--- src/rtl/ahbl_excl_monitor.sv ---
// AHB-Lite exclusive-access global monitor placed between an N:1 arbiter and a shared slave.
// Optional: define EXCL_MONITOR_STATS_EN for saturating exclusive-store pass/fail counters.
module ahbl_excl_monitor #(
   parameter int N_MASTERS    = 4,
   parameter int W_ADDR       = 32,
   parameter int W_DATA       = 32,
   parameter int GRANULE_LOG2 = 3
) (
   input  logic              clk,
   input  logic              rst_n,
   input  logic              s_hready,
   output logic              s_hready_resp,
   output logic              s_hresp,
   input  logic [W_ADDR-1:0] s_haddr,
   input  logic              s_hwrite,
   input  logic [1:0]        s_htrans,
   input  logic [2:0]        s_hsize,
   input  logic [2:0]        s_hburst,
   input  logic [3:0]        s_hprot,
   input  logic              s_hmastlock,
   input  logic [W_DATA-1:0] s_hwdata,
   output logic [W_DATA-1:0] s_hrdata,
   input  logic              s_hexcl,
   input  logic [7:0]        s_hmaster,
   output logic              s_hexokay,
   output logic              m_hready,
   input  logic              m_hready_resp,
   input  logic              m_hresp,
   output logic [W_ADDR-1:0] m_haddr,
   output logic              m_hwrite,
   output logic [1:0]        m_htrans,
   output logic [2:0]        m_hsize,
   output logic [2:0]        m_hburst,
   output logic [3:0]        m_hprot,
   output logic              m_hmastlock,
   output logic [W_DATA-1:0] m_hwdata,
   input  logic [W_DATA-1:0] m_hrdata,
   output logic [15:0]       stat_pass,
   output logic [15:0]       stat_fail
);

   localparam int W_ID  = (N_MASTERS > 1) ? $clog2(N_MASTERS) : 1;
   localparam int W_TAG = W_ADDR - GRANULE_LOG2;

   logic             accept;
   logic             id_valid;
   logic             excl_rd;
   logic             excl_wr;
   logic             plain_wr;
   logic             excl_pass;
   logic             excl_fail;
   logic [W_TAG-1:0] tag;
   logic [W_ID-1:0]  idx;

   logic             resv_v   [N_MASTERS];
   logic [W_TAG-1:0] resv_tag [N_MASTERS];

   logic             dph_valid;
   logic             dph_excl;
   logic             dph_write;
   logic             dph_fail;
   logic [W_ID-1:0]  dph_master;

   assign accept    = s_hready && s_htrans[1];
   assign tag       = s_haddr[W_ADDR-1:GRANULE_LOG2];
   assign idx       = s_hmaster[W_ID-1:0];
   assign id_valid  = 32'(s_hmaster) < 32'(N_MASTERS);
   assign excl_rd   = accept && s_hexcl && !s_hwrite;
   assign excl_wr   = accept && s_hexcl && s_hwrite;
   assign plain_wr  = accept && !s_hexcl && s_hwrite;
   assign excl_pass = excl_wr && id_valid && resv_v[idx] && (resv_tag[idx] == tag);
   assign excl_fail = excl_wr && !excl_pass;

   // Failed stores become IDLE on the slave side; everything else passes straight through.
   assign m_hready    = s_hready;
   assign m_haddr     = s_haddr;
   assign m_hwrite    = s_hwrite;
   assign m_htrans    = excl_fail ? 2'b00 : s_htrans;
   assign m_hsize     = s_hsize;
   assign m_hburst    = s_hburst;
   assign m_hprot     = s_hprot;
   assign m_hmastlock = s_hmastlock;
   assign m_hwdata    = s_hwdata;
   assign s_hrdata    = m_hrdata;

   always_ff @(posedge clk or negedge rst_n) begin
      if (!rst_n) begin
         dph_valid  <= 1'b0;
         dph_excl   <= 1'b0;
         dph_write  <= 1'b0;
         dph_fail   <= 1'b0;
         dph_master <= '0;
      end else if (s_hready) begin
         dph_valid  <= s_htrans[1];
         dph_excl   <= s_htrans[1] && s_hexcl && id_valid;
         dph_write  <= s_hwrite;
         dph_fail   <= excl_fail;
         dph_master <= idx;
      end
   end

   // Slave-error clear is applied first so a same-cycle address-phase set overrides it.
   always_ff @(posedge clk or negedge rst_n) begin
      if (!rst_n) begin
         for (int unsigned i = 0; i < N_MASTERS; i++) begin
            resv_v[W_ID'(i)]   <= 1'b0;
            resv_tag[W_ID'(i)] <= '0;
         end
      end else begin
         if (dph_valid && dph_excl && !dph_write && !dph_fail && m_hresp)
            resv_v[dph_master] <= 1'b0;
         if (excl_rd && id_valid) begin
            resv_v[idx]   <= 1'b1;
            resv_tag[idx] <= tag;
         end else if (excl_fail && id_valid) begin
            resv_v[idx] <= 1'b0;
         end else if (excl_pass || plain_wr) begin
            for (int unsigned i = 0; i < N_MASTERS; i++)
               if (resv_tag[W_ID'(i)] == tag)
                  resv_v[W_ID'(i)] <= 1'b0;
         end
      end
   end

   always_comb begin
      s_hready_resp = 1'b1;
      s_hresp       = 1'b0;
      s_hexokay     = 1'b0;
      if (dph_valid && !dph_fail) begin
         s_hready_resp = m_hready_resp;
         s_hresp       = m_hresp;
         s_hexokay     = dph_excl && !m_hresp;
      end
   end

`ifdef EXCL_MONITOR_STATS_EN
   logic [15:0] pass_q;
   logic [15:0] fail_q;

   always_ff @(posedge clk or negedge rst_n) begin
      if (!rst_n) begin
         pass_q <= '0;
         fail_q <= '0;
      end else begin
         if (excl_pass && (pass_q != '1))
            pass_q <= pass_q + 16'd1;
         if (excl_fail && (fail_q != '1))
            fail_q <= fail_q + 16'd1;
      end
   end

   assign stat_pass = pass_q;
   assign stat_fail = fail_q;
`else
   assign stat_pass = '0;
   assign stat_fail = '0;
`endif

endmodule

--- config.mk ---
export PLATFORM = sky130hd
export DESIGN_NAME = ahbl_excl_monitor
export DESIGN_NICKNAME = d
export VERILOG_FILES = /design/src/rtl/ahbl_excl_monitor.sv
export SDC_FILE = /design/constraint.sdc
export NUM_CORES = 1
export LEC_CHECK = 0
export BUFFER_PORTS_ARGS = -buffer_cell sky130_fd_sc_hd__clkbuf_2
export CAP_MARGIN = 20
export CORE_MARGIN = 3
export CORE_UTILIZATION = 42
export DETAILED_ROUTE_END_ITERATION = 12
export GPL_TIMING_DRIVEN = 0
export PLACE_DENSITY = 0.68
export SLEW_MARGIN = 20
export SYNTH_ARGS = -nofsm -noshare
export SYNTH_HDL_FRONTEND = slang
export SYNTH_SLANG_ARGS = --single-unit
--- constraint.sdc ---
create_clock -name clk -period 4.5 [get_ports clk]
set_input_delay 0.45 -clock clk [delete_from_list [all_inputs] [get_ports clk]]
set_output_delay 0.45 -clock clk [all_outputs]
set_load 0.01 [all_outputs]
==> results.py <==
metrics = {
    "power": {
        "p_leak_uw": 0.00525,
        "p_clk_share_pct": 49.4,
        "p_seq_share_pct": 37.0,
        "netSwitchingPower_uw": 791,
        "internal_power_uw": 2340,
        "p_comb_share_pct": 13.6,
        "power_density_mw_per_mm2": 305,
        "ir_drop_v": 0.000255,
        "swShare_pct": 25.3,
        "power.total_uw": 3130,
    },
    "synthesis": {
        "async_reset_ff_share_pct": 100,
        "synth_area_sq_mm": 0.00844,
        "synth.most_common_cell": "buf_4",
        "synth_compound_area_share_pct": 3.02,
        "syn_inst": 746,
        "yosys.area_share.simple_pct": 6.24,
        "ys_seq_area_share_pct": 37.4,
        "synth_xor_area_share_pct": 14.4,
        "synth.area.top_cells": "dfrtp_1 (37%), mux2_2 (16%), buf_4 (13%)",
        "syn_avg_cell_area_sq_um": 11.3,
        "synth_common_cells": "buf_4 (142), dfrtp_1 (126), mux2_2 (117)",
        "yosysWarnings": 0,
        "synth_top_family_by_area": "multiplexers",
        "yosysUniqueCellTypes": 47,
        "synth_top_area_cell": "dfrtp_1",
        "synth-seq-cells": 126,
        "synth.top_cell.area_share_pct": 37.4,
        "synth_mux_area_share_pct": 23.2,
        "synth-edff-count": 0,
        "synth_adder_area_share_pct": 0,
        "yosys_most_used_dff": "dfrtp_1",
    },
    "global_route": {
        "top_usage_layer": "met2",
        "antenna_found_initial": 0,
        "use_met1_pct": 27.5,
        "grt_use_met3_pct": 5.33,
        "overflow": 0,
        "grt_max_degree": 84,
        "grt_usage_pct": 21.3,
        "grt_pass1_vias": 5752,
        "grt_first_pass_wirelength_mm": 34.5,
        "met2_usage_pct": 35.2,
    },
    "drt": {
        "drt-initial-drc-count": 361,
        "post_drt_wl_per_cell_um": 19.4,
        "ant_nets": 0,
        "routed_via_density": 5.00,
        "drt_pre_antenna_iters": 5,
        "drcViolationCount": 0,
        "via_count": 6034,
        "wl_mm": 23.4,
    },
    "setup_path": {
        "required_ps": 4050,
        "path_cells": "buf_2 -> buf_1 -> mux4_2 -> xor2_1 -> nor4_2 -> nand4_1 -> or4_1 -> buf_2 -> nand4_1 -> and2_1 -> clkbuf_2",
        "reg2reg_depth": 8,
        "critPathArrivalTime_ps": 3500,
        "cp-end-kind": "primary output",
        "crit_path_start_kind": "input pin",
        "critPathSlowestCell": "buf_1",
        "path_class": "in -> out",
        "max_stage_delay_ps": 590,
        "critical_path_peak_fanout": 10,
    },
    "floorplan": {
        "ios": 270,
        "die_w_um": 148,
        "core_sq_mm": 0.0196,
        "start_util_pct": 43.1,
        "rows": 51,
        "die_y_um": 148,
        "dieArea_sq_mm": 0.0218,
    },
    "sta": {
        "tightest_slew_ps": 947,
        "slew_violations": 0,
        "setup_viol": 0,
        "finalClockSkew_ps": 4.52,
        "worst_slew_margin_rel_pct": 36.8,
        "fin_tns_setup_ps": 0,
        "min_period_over_period_pct": 87.7,
        "max_freq_mhz": 253,
        "finalCriticalPeriod_ps": 3950,
        "setup_ws_ps": 552,
        "final_hold_viol_count": 0,
        "rsz0062_at_grt": "no",
    },
    "cts": {
        "tritoncts": "built",
        "cts_num_sinks": 126,
        "clock_latency_ps": 430,
        "cts_max_level": 4,
        "cts.clk_slew.worst_paths_ps": 60,
        "cts_root_buffer": "clkbuf_16",
        "cts_made_buffers": 17,
        "cts_buffer_depth": 2,
    },
    "run_status": {
        "status": "finished clean",
    },
    "place": {
        "portBuffers": 131,
        "detailed_place_hpwl_mm": 17.6,
        "postPlaceCellArea_sq_mm": 0.00958,
        "gp_congestion": 0.914,
        "pre_cts_slack_ps": 557,
    },
    "cells_and_area": {
        "areaGrowthSynthToFinish_pct": 21.4,
        "finalInstanceArea_sq_mm": 0.0103,
        "num_antenna_cells": 0,
        "drive_gt1_share_pct": 48.5,
        "fillCellCount": 1778,
        "num-nets-final": 1053,
    },
    "min_path": {
        "hold_depth": 3,
        "min-delay-path-class": "in -> reg",
    },
    "job": {
        "maxCapViolations": 0,
    },
}
[worst paths after layout]
kind | slack [ps] | startpoint | endpoint
max | 550 | s_hmaster[1] | m_htrans[1]
min | 330 | s_htrans[1] | dph_valid
max reg2reg | 1620 | resv_tag[62] | resv_v[2]
min reg2reg | 510 | dph_write | dph_write
max in group asynchronous | 3250 | rst_n | resv_tag[79]
min in group asynchronous | 500 | rst_n | resv_tag[91]
[per-stage QoR]
stage                     utilization (%)  instances  hold slack (ps)
final                                52.3       1207              331
after global routing                 52.3       1207              345
after CTS                            52.3       1207              320
after detailed placement             48.9       1174              412
after global placement               48.7       1173              493
after floorplan                         -        777              154
[flip-flops by register name (all words and copies together) (netlist names)]
name and cells:
dph_fail 1, resv_tag 116, dph_valid 1, dph_write 1, resv_v 4, dph_excl 1, dph_master 2
[layer usage]
metal / routed length, um / part of all wire [%]
met2: 11500 / 49
met3: 1830 / 7.8
met4: 490 / 2.1
met1: 9620 / 41
met5: 0 / 0
[power by group through the flow]
stage,Combinational (uW),Sequential (uW),Clock (uW)
6_report,425,1160,1540
5_1_grt,460,1160,1620
4_1_cts,426,1160,1570
3_5_place_dp,423,1180,0
3_3_place_gp,417,1180,0
2_1_floorplan,281,1180,0
[worst max-delay path: cells and delay by family]
family,cells,cell delay [ps]
buf+inv,4,1120
mux,1,420
simple gates,5,1340
xor+xnor,1,160
[repair_timing]
action	in CTS	in global routing
buffers inserted	0	0
hold buffers	1	0
endpoints found under the hold margin	43	0
resized for setup	0	0
[placed cells by master, fill, tap and decap left out, types with 2 or more instances in the layout]
cell,count
a211oi_1,2
a21oi_1,8
a21oi_2,3
a221o_1,2
a31o_1,3
a32oi_1,2
and2_1,5
and3_1,2
buf_1,6
buf_2,5
buf_4,142
buf_6,2
bufinv_16,5
clkbuf_1,37
clkbuf_16,17
clkbuf_2,130
clkinv_4,4
conb_1,32
dfrtp_1,126
inv_1,8
inv_6,3
mux2_2,117
mux2i_1,12
mux4_1,3
mux4_2,19
nand2_1,9
nand2b_1,3
nand3_1,8
nand3b_1,2
nand4_1,16
nor2_1,6
nor3_1,9
nor4_1,24
o21ai_0,9
xnor2_1,47
xor2_1,92
[cells by family after synthesis]
group	Yosys count
flops	126
simple gates	91
compound gates	36
mux	152
xor+xnor	139
other cells	1
buf+inv	201
[cell type report]
class	instances	area, sq um	share of cell area, %
clock buffers	17	425	4.15
flip-flops and latches	126	3150	30.8
repair buffers	133	702	6.85
plain buffers	193	1290	12.6
inverters	8	30.0	0.293
clock inverters	15	235	2.29
multi-input cells	450	4080	39.8
well taps	265	332	3.23
Power figures use the tool's default switching activity.
